## config.mk

```make
export PLATFORM = sky130hd
export DESIGN_NAME = alu_mc_flat
export DESIGN_NICKNAME = d
export VERILOG_FILES = /design/src/rtl/alu_pkg.sv /design/src/rtl/alu_mc_if.sv /design/src/rtl/alu_muldiv.sv /design/src/rtl/alu_mc.sv /design/src/flat_wrapper.sv
export SDC_FILE = /design/constraint.sdc
export NUM_CORES = 1
export LEC_CHECK = 0
export ABC_AREA = 1
export BUFFER_PORTS_ARGS = -buffer_cell sky130_fd_sc_hd__buf_4
export CAP_MARGIN = 20
export CORE_MARGIN = 1
export CORE_UTILIZATION = 35
export CTS_BUF_LIST = sky130_fd_sc_hd__clkbuf_8
export CTS_CLUSTER_SIZE = 16
export DETAILED_ROUTE_END_ITERATION = 10
export PLACE_DENSITY_LB_ADDON = 0.25
export SKIP_LAST_GASP = 1
export SYNTH_ARGS = -nofsm -noshare
export SYNTH_HDL_FRONTEND = slang
export SYNTH_SLANG_ARGS = --single-unit
```

## constraint.sdc

```tcl
create_clock -name clk -period 5.1 [get_ports clk]
set_clock_uncertainty 0.05 [all_clocks]
set_input_delay 0.255 -clock clk [delete_from_list [all_inputs] [get_ports clk]]
set_output_delay 0.255 -clock clk [all_outputs]
set_load 0.05 [all_outputs]
```

## src/rtl/alu_pkg.sv

```systemverilog
// Shared definitions for the multi-cycle ALU: func codes, FSM states, flag bundle
// and a sign-extension helper.
package alu_pkg;
  typedef logic [5:0] func_t;

  localparam func_t F_ADD  = 6'b100000;
  localparam func_t F_SUB  = 6'b100010;
  localparam func_t F_MULT = 6'b011000;
  localparam func_t F_DIV  = 6'b011010;
  localparam func_t F_AND  = 6'b100100;
  localparam func_t F_OR   = 6'b100101;
  localparam func_t F_NOR  = 6'b100111;

  typedef enum logic [1:0] {IDLE, CALC, DONE} state_t;

  typedef struct packed {
    logic overflow;
    logic equals;
    logic above;
    logic zero;
    logic div_zero;
    logic illegal;
  } flags_t;

  // Widest value the helper handles; a 2*WIDTH product must fit.
  localparam int MAX_W = 128;

  // Sign-extend the low w bits of v to the full MAX_W width.
  function automatic logic [MAX_W-1:0] sext(input logic [MAX_W-1:0] v, input int w);
    logic [MAX_W-1:0] t;
    t = v << (MAX_W - w);
    return $unsigned($signed(t) >>> (MAX_W - w));
  endfunction
endpackage

```

## src/rtl/alu_mc_if.sv

```systemverilog
// Request/response bundle between the execute stage and the multi-cycle ALU.
interface alu_mc_if
  import alu_pkg::*;
#(parameter int WIDTH = 32);
  logic             in_valid, in_ready, out_valid, out_ready;
  logic [WIDTH-1:0] op1, op2, result, result_hi;
  func_t            func;
  logic             overflow, equals, above, zero, div_zero, illegal;

  modport master (
    output in_valid, op1, op2, func, out_ready,
    input  in_ready, out_valid, result, result_hi,
           overflow, equals, above, zero, div_zero, illegal
  );
  modport slave (
    input  in_valid, op1, op2, func, out_ready,
    output in_ready, out_valid, result, result_hi,
           overflow, equals, above, zero, div_zero, illegal
  );
endinterface

```

## src/rtl/alu_muldiv.sv

```systemverilog
// Iterative signed multiply (shift-add) / divide (restoring) on magnitudes.
// done is asserted during the last iteration; lo/hi then carry the signed result.
module alu_muldiv
  import alu_pkg::*;
#(parameter int WIDTH = 32) (
  input  logic             clk,
  input  logic             rst,
  input  logic             start,
  input  logic             is_div,
  input  logic [WIDTH-1:0] a,
  input  logic [WIDTH-1:0] b,
  output logic             done,
  output logic [WIDTH-1:0] lo,
  output logic [WIDTH-1:0] hi
);
  localparam int CW = $clog2(WIDTH) + 1;

  logic               busy, div_q, neg_q, neg_r;
  logic [CW-1:0]      cnt;
  logic [WIDTH-1:0]   acc, acc_n, q, q_n, m, sh;
  logic [WIDTH:0]     sum, diff;
  logic [2*WIDTH-1:0] prod;

  function automatic logic [WIDTH-1:0] mag(input logic [WIDTH-1:0] v);
    return v[WIDTH-1] ? -v : v;
  endfunction

  always_comb begin
    sum  = {1'b0, acc} + (q[0] ? {1'b0, m} : '0);
    // Remainder stays below |divisor| <= 2^(WIDTH-1), so its top bit is always 0.
    sh   = {acc[WIDTH-2:0], q[WIDTH-1]};
    diff = {1'b0, sh} - {1'b0, m};
    if (div_q) begin
      acc_n = diff[WIDTH] ? sh : diff[WIDTH-1:0];
      q_n   = {q[WIDTH-2:0], ~diff[WIDTH]};
    end else begin
      acc_n = sum[WIDTH:1];
      q_n   = {sum[0], q[WIDTH-1:1]};
    end
    prod = {acc_n, q_n};
    if (neg_q) prod = -prod;
    if (div_q) begin
      lo = neg_q ? -q_n : q_n;
      hi = neg_r ? -acc_n : acc_n;
    end else begin
      lo = prod[WIDTH-1:0];
      hi = prod[2*WIDTH-1:WIDTH];
    end
  end

  assign done = busy && (cnt == CW'(WIDTH - 1));

  always_ff @(posedge clk) begin
    if (rst) begin
      busy  <= 1'b0;
      cnt   <= '0;
      div_q <= 1'b0;
      neg_q <= 1'b0;
      neg_r <= 1'b0;
      acc   <= '0;
      q     <= '0;
      m     <= '0;
    end else if (start) begin
      busy  <= 1'b1;
      cnt   <= '0;
      div_q <= is_div;
      neg_q <= a[WIDTH-1] ^ b[WIDTH-1];
      neg_r <= a[WIDTH-1];
      acc   <= '0;
      q     <= mag(a);
      m     <= mag(b);
    end else if (busy) begin
      acc <= acc_n;
      q   <= q_n;
      cnt <= cnt + 1'b1;
      if (done) busy <= 1'b0;
    end
  end
endmodule

```

## src/rtl/alu_mc.sv

```systemverilog
// Multi-cycle ALU top: handshake FSM, single-cycle datapath and flag generation,
// with MULT/DIV delegated to the iterative engine.
module alu_mc
  import alu_pkg::*;
#(parameter int WIDTH = 32) (
  input logic     clk,
  input logic     rst,
  alu_mc_if.slave bus
);
  localparam logic [WIDTH-1:0] MIN = {1'b1, {(WIDTH-1){1'b0}}};

  state_t           state;
  logic [WIDTH-1:0] op1_q, op2_q, sa, sb, r, rh, md_lo, md_hi;
  logic [WIDTH-1:0] result_q, result_hi_q;
  func_t            func_q, sf;
  flags_t           fl, flags_q;
  logic             in_ready_q, out_valid_q, accept, iter, md_done;

  assign accept = (state == IDLE) && bus.in_valid;
  assign iter   = (bus.func == F_MULT) || ((bus.func == F_DIV) && (bus.op2 != '0));
  // Live operands feed the datapath on accept; latched ones while iterating.
  assign sa = (state == IDLE) ? bus.op1  : op1_q;
  assign sb = (state == IDLE) ? bus.op2  : op2_q;
  assign sf = (state == IDLE) ? bus.func : func_q;

  alu_muldiv #(.WIDTH(WIDTH)) u_md (
    .clk    (clk),
    .rst    (rst),
    .start  (accept && iter),
    .is_div (bus.func == F_DIV),
    .a      (bus.op1),
    .b      (bus.op2),
    .done   (md_done),
    .lo     (md_lo),
    .hi     (md_hi)
  );

  always_comb begin
    r  = '0;
    rh = '0;
    fl = '0;
    case (sf)
      F_ADD: begin
        r = sa + sb;
        fl.overflow = (sa[WIDTH-1] == sb[WIDTH-1]) && (r[WIDTH-1] != sa[WIDTH-1]);
      end
      F_SUB: begin
        r = sa - sb;
        fl.overflow = (sa[WIDTH-1] != sb[WIDTH-1]) && (r[WIDTH-1] != sa[WIDTH-1]);
      end
      F_AND: r = sa & sb;
      F_OR:  r = sa | sb;
      F_NOR: r = ~(sa | sb);
      F_MULT: begin
        r  = md_lo;
        rh = md_hi;
        fl.overflow = sext(MAX_W'({md_hi, md_lo}), 2*WIDTH) != sext(MAX_W'(md_lo), WIDTH);
      end
      F_DIV: begin
        if (sb == '0) begin
          r  = '1;
          rh = sa;
          fl.overflow = 1'b1;
          fl.div_zero = 1'b1;
        end else begin
          r  = md_lo;
          rh = md_hi;
          fl.overflow = (sa == MIN) && (sb == '1);
        end
      end
      default: fl.illegal = 1'b1;
    endcase
    if (!fl.illegal) begin
      fl.equals = (sa == sb);
      fl.above  = $signed(sa) > $signed(sb);
      fl.zero   = (r == '0);
    end
  end

  always_ff @(posedge clk) begin
    if (rst) begin
      state       <= IDLE;
      in_ready_q  <= 1'b1;
      out_valid_q <= 1'b0;
      result_q    <= '0;
      result_hi_q <= '0;
      flags_q     <= '0;
      op1_q       <= '0;
      op2_q       <= '0;
      func_q      <= '0;
    end else begin
      case (state)
        IDLE: if (bus.in_valid) begin
          op1_q      <= bus.op1;
          op2_q      <= bus.op2;
          func_q     <= bus.func;
          in_ready_q <= 1'b0;
          if (iter) begin
            state <= CALC;
          end else begin
            state       <= DONE;
            out_valid_q <= 1'b1;
            result_q    <= r;
            result_hi_q <= rh;
            flags_q     <= fl;
          end
        end
        CALC: if (md_done) begin
          state       <= DONE;
          out_valid_q <= 1'b1;
          result_q    <= r;
          result_hi_q <= rh;
          flags_q     <= fl;
        end
        DONE: if (bus.out_ready) begin
          state       <= IDLE;
          out_valid_q <= 1'b0;
          in_ready_q  <= 1'b1;
        end
        default: state <= IDLE;
      endcase
    end
  end

  assign bus.in_ready  = in_ready_q;
  assign bus.out_valid = out_valid_q;
  assign bus.result    = result_q;
  assign bus.result_hi = result_hi_q;
  assign bus.overflow  = flags_q.overflow;
  assign bus.equals    = flags_q.equals;
  assign bus.above     = flags_q.above;
  assign bus.zero      = flags_q.zero;
  assign bus.div_zero  = flags_q.div_zero;
  assign bus.illegal   = flags_q.illegal;
endmodule
```

## src/flat_wrapper.sv

```systemverilog
// flat-port wrapper written by rule: the top's interface ports become plain ports
module alu_mc_flat import alu_pkg::*;
#(parameter int WIDTH = 32)
  (clk, rst, bus_in_valid, bus_op1, bus_op2, bus_func, bus_out_ready, bus_in_ready, bus_out_valid, bus_result, bus_result_hi, bus_overflow, bus_equals, bus_above, bus_zero, bus_div_zero, bus_illegal);
  alu_mc_if #(.WIDTH(WIDTH)) bus_i ();
  input logic clk;
  input logic rst;
  input wire logic [$bits(bus_i.in_valid)-1:0] bus_in_valid;
  input wire logic [$bits(bus_i.op1)-1:0] bus_op1;
  input wire logic [$bits(bus_i.op2)-1:0] bus_op2;
  input wire logic [$bits(bus_i.func)-1:0] bus_func;
  input wire logic [$bits(bus_i.out_ready)-1:0] bus_out_ready;
  output wire logic [$bits(bus_i.in_ready)-1:0] bus_in_ready;
  output wire logic [$bits(bus_i.out_valid)-1:0] bus_out_valid;
  output wire logic [$bits(bus_i.result)-1:0] bus_result;
  output wire logic [$bits(bus_i.result_hi)-1:0] bus_result_hi;
  output wire logic [$bits(bus_i.overflow)-1:0] bus_overflow;
  output wire logic [$bits(bus_i.equals)-1:0] bus_equals;
  output wire logic [$bits(bus_i.above)-1:0] bus_above;
  output wire logic [$bits(bus_i.zero)-1:0] bus_zero;
  output wire logic [$bits(bus_i.div_zero)-1:0] bus_div_zero;
  output wire logic [$bits(bus_i.illegal)-1:0] bus_illegal;
  assign bus_i.in_valid = bus_in_valid;
  assign bus_i.op1 = bus_op1;
  assign bus_i.op2 = bus_op2;
  assign bus_i.func = bus_func;
  assign bus_i.out_ready = bus_out_ready;
  assign bus_in_ready = bus_i.in_ready;
  assign bus_out_valid = bus_i.out_valid;
  assign bus_result = bus_i.result;
  assign bus_result_hi = bus_i.result_hi;
  assign bus_overflow = bus_i.overflow;
  assign bus_equals = bus_i.equals;
  assign bus_above = bus_i.above;
  assign bus_zero = bus_i.zero;
  assign bus_div_zero = bus_i.div_zero;
  assign bus_illegal = bus_i.illegal;
  alu_mc #(.WIDTH(WIDTH)) u_core (.clk(clk), .rst(rst), .bus(bus_i));
endmodule
```

==> results of run 1 <==
## cell type report
| class | instances | area (um2) | share of cell area |
|---|---|---|---|
| inverter | 677 | 2540 | 0.0805 |
| clock buffer | 66 | 908 | 0.0287 |
| clock inverter | 22 | 178 | 0.00562 |
| timing repair buffer | 541 | 4310 | 0.136 |
| tap | 950 | 1190 | 0.0376 |
| sequential | 250 | 5010 | 0.159 |
| antenna | 3 | 7.51 | 0.000238 |
| multi-input combinational | 3350 | 17500 | 0.552 |
## through the flow
stage | TNS [ns] | hold slack (ns) | util
finish | 0 | 0.0945 | 0.439
global route | -0.0357 | 0.0832 | 0.439
CTS | 0 | 0.0281 | 0.437
detailed placement | 0 | 0.389 | 0.412
global placement | 0 | 0.383 | 0.412
floorplan | 0 | 0.344 | -
## worst max-delay path, delay by kind of cell, from the launching register on
family / cells / cell delay (ns)
adders and majority gates: 2 / 0.68
and+or+nand+nor: 25 / 3.21
DFF: 1 / 0.48
buffers and inverters: 1 / 0.05
AOI/OAI and AO/OA: 2 / 0.19
## worst max path at each step
stage	startpoint	end	slack (ns)
4_1_cts	u_core.u_md.q[31]	u_core.bus.overflow	0.04
3_5_place_dp	u_core.u_md.q[31]	u_core.bus.overflow	0.11
5_1_grt	u_core.u_md.q[31]	u_core.bus.overflow	-0.03
2_1_floorplan	u_core.state[0]	u_core.bus.zero	0.74
3_3_place_gp	u_core.u_md.q[31]	u_core.bus.overflow	0.1
6_report	u_core.u_md.q[0]	u_core.bus.overflow	0.25
## flip-flops by register name, indices dropped and copies added, names as in the netlist
name / cells
u_core.bus.overflow: 1
u_core.u_md.q: 32
u_core.bus.above: 1
u_core.u_md.neg_r: 1
u_core.bus.in_ready: 1
u_core.bus.result: 32
u_core.u_md.acc: 32
u_core.bus.div_zero: 1
u_core.u_md.div_q: 1
u_core.u_md.cnt: 6
u_core.bus.illegal: 1
u_core.bus.out_valid: 1
u_core.func_q: 6
u_core.bus.equals: 1
u_core.bus.result_hi: 32
u_core.bus.zero: 1
u_core.op1_q: 32
u_core.state: 2
u_core.u_md.busy: 1
u_core.u_md.m: 32
u_core.u_md.neg_q: 1
u_core.op2_q: 32
## cells in the mapped netlist (all sizes together), types with 8 or more instances
master | n | area [um2]
o31ai | 8 | 65.1
clkbuf | 136 | 510
o211ai | 29 | 218
inv | 673 | 2530
xor2 | 87 | 769
buf | 46 | 259
nor2 | 494 | 1930
a221oi | 18 | 158
or2 | 16 | 100
nand3b | 17 | 128
nand4 | 69 | 447
nand3 | 271 | 1420
nand2 | 1144 | 4350
nor3 | 55 | 285
dfxtp | 250 | 5000
a31oi | 11 | 68.8
ha | 164 | 2050
o21ai | 426 | 2140
nor4 | 36 | 240
xnor2 | 18 | 158
o21a | 8 | 60.1
o21bai | 11 | 82.6
a21oi | 362 | 1840
a211oi | 51 | 383
## cells by family after synthesis
family	Yosys count
AOI/OAI and AO/OA	962
xor gates and xnor gates	105
and+or+nand+nor	2115
DFF	250
adders and majority gates	168
buffers and inverters	859
## power groups by stage
stage / registers (mW) / logic (mW) / clock network, mW
final: 2.25 / 5.31 / 2.28
after global routing: 2.26 / 5.68 / 2.40
after CTS: 2.25 / 5.11 / 2.31
after detailed placement: 2.29 / 5.05 / 0
after global placement: 2.28 / 5.05 / 0
after floorplan: 2.60 / 2.53 / 0
## metal layers
layer | wire length, um | vias to the layer above | GRT usage | share of wire
met5 | 14 | - | 0 | 0.00011
met2 | 49600 | 1514 | 0.465 | 0.40
met3 | 13400 | 191 | 0.0687 | 0.11
met1 | 57700 | 14600 | 0.475 | 0.46
met4 | 3650 | 2 | 0.0964 | 0.029
li1 | - | 15300 | - | -
## timing repair
item | in CTS | in global routing
buffers inserted | 0 | 8
endpoints found under the setup margin | 0 | 3
hold buffers | 70 | 0
resized for setup | 0 | 29
endpoints found under the hold margin | 115 | 0
==> flow_summary.toml, run 1 <==
[cts]
cts_buffer_depth = 3
clkLatencyLatePin_ns = 0.69
cts_tree = "built"
tritoncts.num_buffers = 50
cts_root_buf = "clkbuf_8"
cts_htree_levels = 2
clock_sinks = 250
clk_transition_reported_paths_ns = 0.06

[worst_setup_path]
rr_worst_depth = 30
critPathMaxStageDelay_ns = 0.48
reg2reg_to = "u_core.bus.overflow"
r2r_slack_ns = 0.25
crit_top_cell = "nand2_1"
start_kind = "flop"
end_kind = "flop"
worstSetupPathType = "flop to flop"
slowest_stage = "dfxtp_1"
cp_max_fo = 14
regToRegStartpoint = "u_core.u_md.q[0]"
critical_path_arrival_ns = 5.31
cp.required_ns = 5.56

[placement]
placed_area_um2 = 29700
dp_slack_ns = 0.110
dp_hpwl_mm = 101
place_congestion = 1.08
portBuffers = 145
dp_cells = 5689

[power]
cellLeakagePower_nw = 16.6
p_switching_mw = 4.59
power.total_mw = 9.84
p_comb_frac = 0.539
switching_share = 0.467
internal-power_mw = 5.25
ir_drop_uv = 221
p_per_area_nw_per_um2 = 311
clock_power_share = 0.232
seq_power_share = 0.229

[logic_synthesis]
synth_xor_xnor_area_share = 0.0361
synth_edf_count = 0
synth-seq-cells = 250
synthesis.nets = 4701
synth_flop_cell = "dfxtp_1"
yosysUniqueCellTypes = 67
async_reset_ff_frac = 0
ys_warn_count = 0
synth_area_um2 = 25700
synth_top_family_by_area = "simple AND/OR/NAND/NOR gates"
synth-simple-area-share = 0.350
seq_area_frac_synth = 0.195
muxShareOfSynthArea = 0
syn-instance-count = 4459
synth_adder_area_share = 0.0830
synth_compound_area_frac = 0.207
syn_area_per_cell_um2 = 5.76

[outcome]
status = "complete, no violations"

[layout]
final_nets = 5112
final_area_um2 = 31600
instances_no_fill = 5859
syn2layout_area_growth_pct = 23.1
final_common_cell = "nand2_1"
n_fill_cell = 7863
drive_gt1_frac = 0.138
final_cell_mix = "nand2_1, inv_1, nor2_1"

[timing]
relSlewSlack = 0.155
fin_ws_ns = 0.253
setup_viol = 0
slew_violations = 0
finalCritPeriodShare = 0.950
fin_crit_ns = 4.85
finalHoldViolations = 0
fmax_mhz = 206
worstMarginPinSlew_ns = 1.25
rsz0062_at_grt = "true"

[die]
start_util = 0.357
core_area_um2 = 72000
dieArea_um2 = 74400
std_cell_rows = 98
io_pins = 146
die_x_um = 273
dieHeight_um = 273

[global_route]
gr-total-overflow = 0
track_usage = 0.324
grt_max_degree = 90
first_global_vias = 28600
antenna_found_initial = 4
grt_pass1_wl_mm = 182

[route]
ant_nets = 0
viasPerCell = 5.40
post-route-drc-count = 0
wl_per_cell_um = 21.2
drt-initial-drc-count = 3707
wl_mm = 124
first_pass_iters = 8
via_count = 31600

[worst_hold_path]
min_to = "u_core.bus.above"
hold_start = "rst"
min_path_cells = 2
hp-class = "input port to flop"

[job]
drv_cap = 0
Power figures use the tool's default switching activity.
==> run 2: changes to the inputs <==
Settings changed: SYNTH_HIERARCHICAL set to 1.
==> flow_summary.toml, run 2 <==
[outcome]
status = "complete, no violations"

[die]
io_pins = 146
core_area_um2 = 77600
std_cell_rows = 102
start_util = 0.354
dieArea_um2 = 79600
dieHeight_um = 282
die_x_um = 282

[global_route]
met1_usage = 0.463
antenna_found_initial = 3
gr-total-overflow = 0
track_usage = 0.324
grtUsageMet2 = 0.471
grt_busiest_layer = "met2"
grt_max_degree = 77
grt_pass1_wl_mm = 192
first_global_vias = 30300
use_met3 = 0.0637

[worst_setup_path]
crit_top_cell = "nand2_1"
startpoint = "u_core/u_md/q[0]"
regToRegStartpoint = "u_core/u_md/q[0]"
start_kind = "flop"
critical_path_arrival_ns = 5.52
cp.required_ns = 5.65
cp_max_fo = 14
end_kind = "flop"
crit_buf_inv = 5
slowest_stage = "dfxtp_1"
path_delay_family = "simple AND/OR/NAND/NOR gates"
critPathMaxStageDelay_ns = 0.40
worstSetupPathType = "flop to flop"

[layout]
final_nets = 5538
final_common_cell = "nand2_1"
instances_no_fill = 6367
drive_gt1_frac = 0.143
seqCellArea_um2 = 5040
syn2layout_area_growth_pct = 22.3
n_fill_cell = 8669
final_cell_mix = "nand2_1, inv_1, nor2_1"
multi_input_area_um2 = 19200
final_area_um2 = 33600
utilization = 0.433

[power]
p_per_area_nw_per_um2 = 250
clock_power_share = 0.264
switching_share = 0.471
ir_drop_uv = 179
p_comb_frac = 0.480
seq_power_share = 0.256
internal-power_mw = 4.44
cellLeakagePower_nw = 17.7
p_switching_mw = 3.96

[route]
via_count = 33900
viasPerCell = 5.32
wl_per_cell_um = 20.9
ant_nets = 0
first_pass_iters = 7
wl_mm = 133
post-route-drc-count = 0
drt-initial-drc-count = 4081

[logic_synthesis]
synth-seq-cells = 250
synthTopCellsByCount = "nand2_1, inv_1, nor2_1, nand3_1, o21ai_0"
syn_area_per_cell_um2 = 5.61
syn-instance-count = 4901
synthDominantCellAreaShare = 0.201
ys_warn_count = 6
yosysUniqueCellTypes = 64
seq_area_frac_synth = 0.182
synth_flop_cell = "dfxtp_1"
async_reset_ff_frac = 0
synth_area_um2 = 27500
synth_edf_count = 0
synth.largest_area_cell = "nand2_1"
yosysMostFrequentCell = "nand2_1"
synth_area_leaders = "nand2_1, dfxtp_1, inv_1"
synthesis.nets = 5147

[cts]
tritoncts.num_buffers = 52
cts_tree = "built"
cts_htree_levels = 2
clock_sinks = 250
clkLatencyLatePin_ns = 0.70
cts_root_buf = "clkbuf_8"
clk_transition_reported_paths_ns = 0.07
cts_buffer_depth = 3

[timing]
setup_viol = 0
fmax_mhz = 201
finalCritPeriodShare = 0.974
relSlewSlack = 0.160
fin_crit_ns = 4.97
rsz0062_at_grt = "true"
slew_violations = 0
worstMarginPinSlew_ns = 1.25
finalHoldViolations = 0

[worst_hold_path]
hold_start = "bus_op2[31]"
hp-class = "input port to flop"

[placement]
portBuffers = 145
placed_area_um2 = 31200
dp_cells = 6188
place_congestion = 1.05
dp_hpwl_mm = 107

[job]
drv_cap = 0
-- run 2: cell count changes in the layout (fill, tap and decap cells not counted), sizes merged, moves of 11 or more --
cell	previous run	this run
nand2	1144	1497
inv	686	805
nand3	271	346
a21oi	362	305
o21ai	426	378
buf	470	432
a211oi	51	35
a221oi	18	2
nor2	494	508
a22o	0	13
o21a	8	20
nor4	36	25
xor2	87	76
-- run 2: logic make-up (layout without fill, tap and decap cells) --
group,Yosys count,in the layout,synth area share
other cells,0,1,0
simple gates,2557,2557,0.393
xor+xnor,92,92,0.0293
mux,7,7,0.00314
compound gates,854,854,0.173
buf+inv,969,1394,0.139
flops,250,250,0.182
fa+ha+maj,172,172,0.0794
-- run 2: layout make-up --
cell class | count | share of cell area
Clock inverter | 25 | 0.00425
Clock buffer | 63 | 0.0258
Antenna cell | 1 | 0.0000745
Sequential cell | 250 | 0.150
Tap cell | 1040 | 0.0387
Timing Repair Buffer | 511 | 0.121
Inverter | 795 | 0.0889
Multi-Input combinational cell | 3682 | 0.571
-- run 2: final timing paths --
| path | to | slack (ns) | cells past startpoint |
|---|---|---|---|
| setup / recovery | u_core/bus.overflow | 0.13 | 35 |
| hold reg to reg | u_core/bus.zero | 0.40 | 2 |
| setup reg to reg | u_core/bus.overflow | 0.13 | 35 |
| hold / removal | u_core/u_md/m[31] | 0.05 | 3 |
-- run 2: layer usage --
layer | wire, um | up-vias
met5 | 11 | -
met4 | 5280 | 2
met3 | 14000 | 254
met2 | 53800 | 1746
met1 | 59800 | 15400
li1 | - | 16400
-- run 2: power groups by stage --
stage	sequential, mW	combinational, mW	clock [mW]
after floorplan	2.29	2.30	0
after global placement	2.18	3.77	0
after detailed placement	2.18	3.77	0
after CTS	2.14	3.84	2.26
after global routing	2.16	4.34	2.33
final	2.15	4.04	2.22
-- run 2: worst min-delay path, stage by stage --
cell and delay, ns:
buf_4 0.24, nand3_1 0.13, o22ai_1 0.07
-- run 2: metrics by stage --
stage / setup TNS, ns / hold WS [ns] / setup slack, ns / total power, mW
after floorplan: 0 / 0.307 / 0.510 / 4.59
after global placement: 0 / 0.390 / 0.0720 / 5.95
after detailed placement: 0 / 0.392 / 0.0406 / 5.95
after CTS: 0 / 0.00749 / 0.0381 / 8.23
after global routing: -0.230 / 0.0459 / -0.230 / 8.82
final: 0 / 0.0499 / 0.132 / 8.40
-- run 2: repair_timing --
| action | 4_1_cts | 5_1_grt |
|---|---|---|
| endpoints found under the setup margin | 0 | 2 |
| hold buffers | 77 | 0 |
| hold endpoints to repair | 106 | 0 |
| buffers inserted | 0 | 11 |
| resized for setup | 0 | 128 |
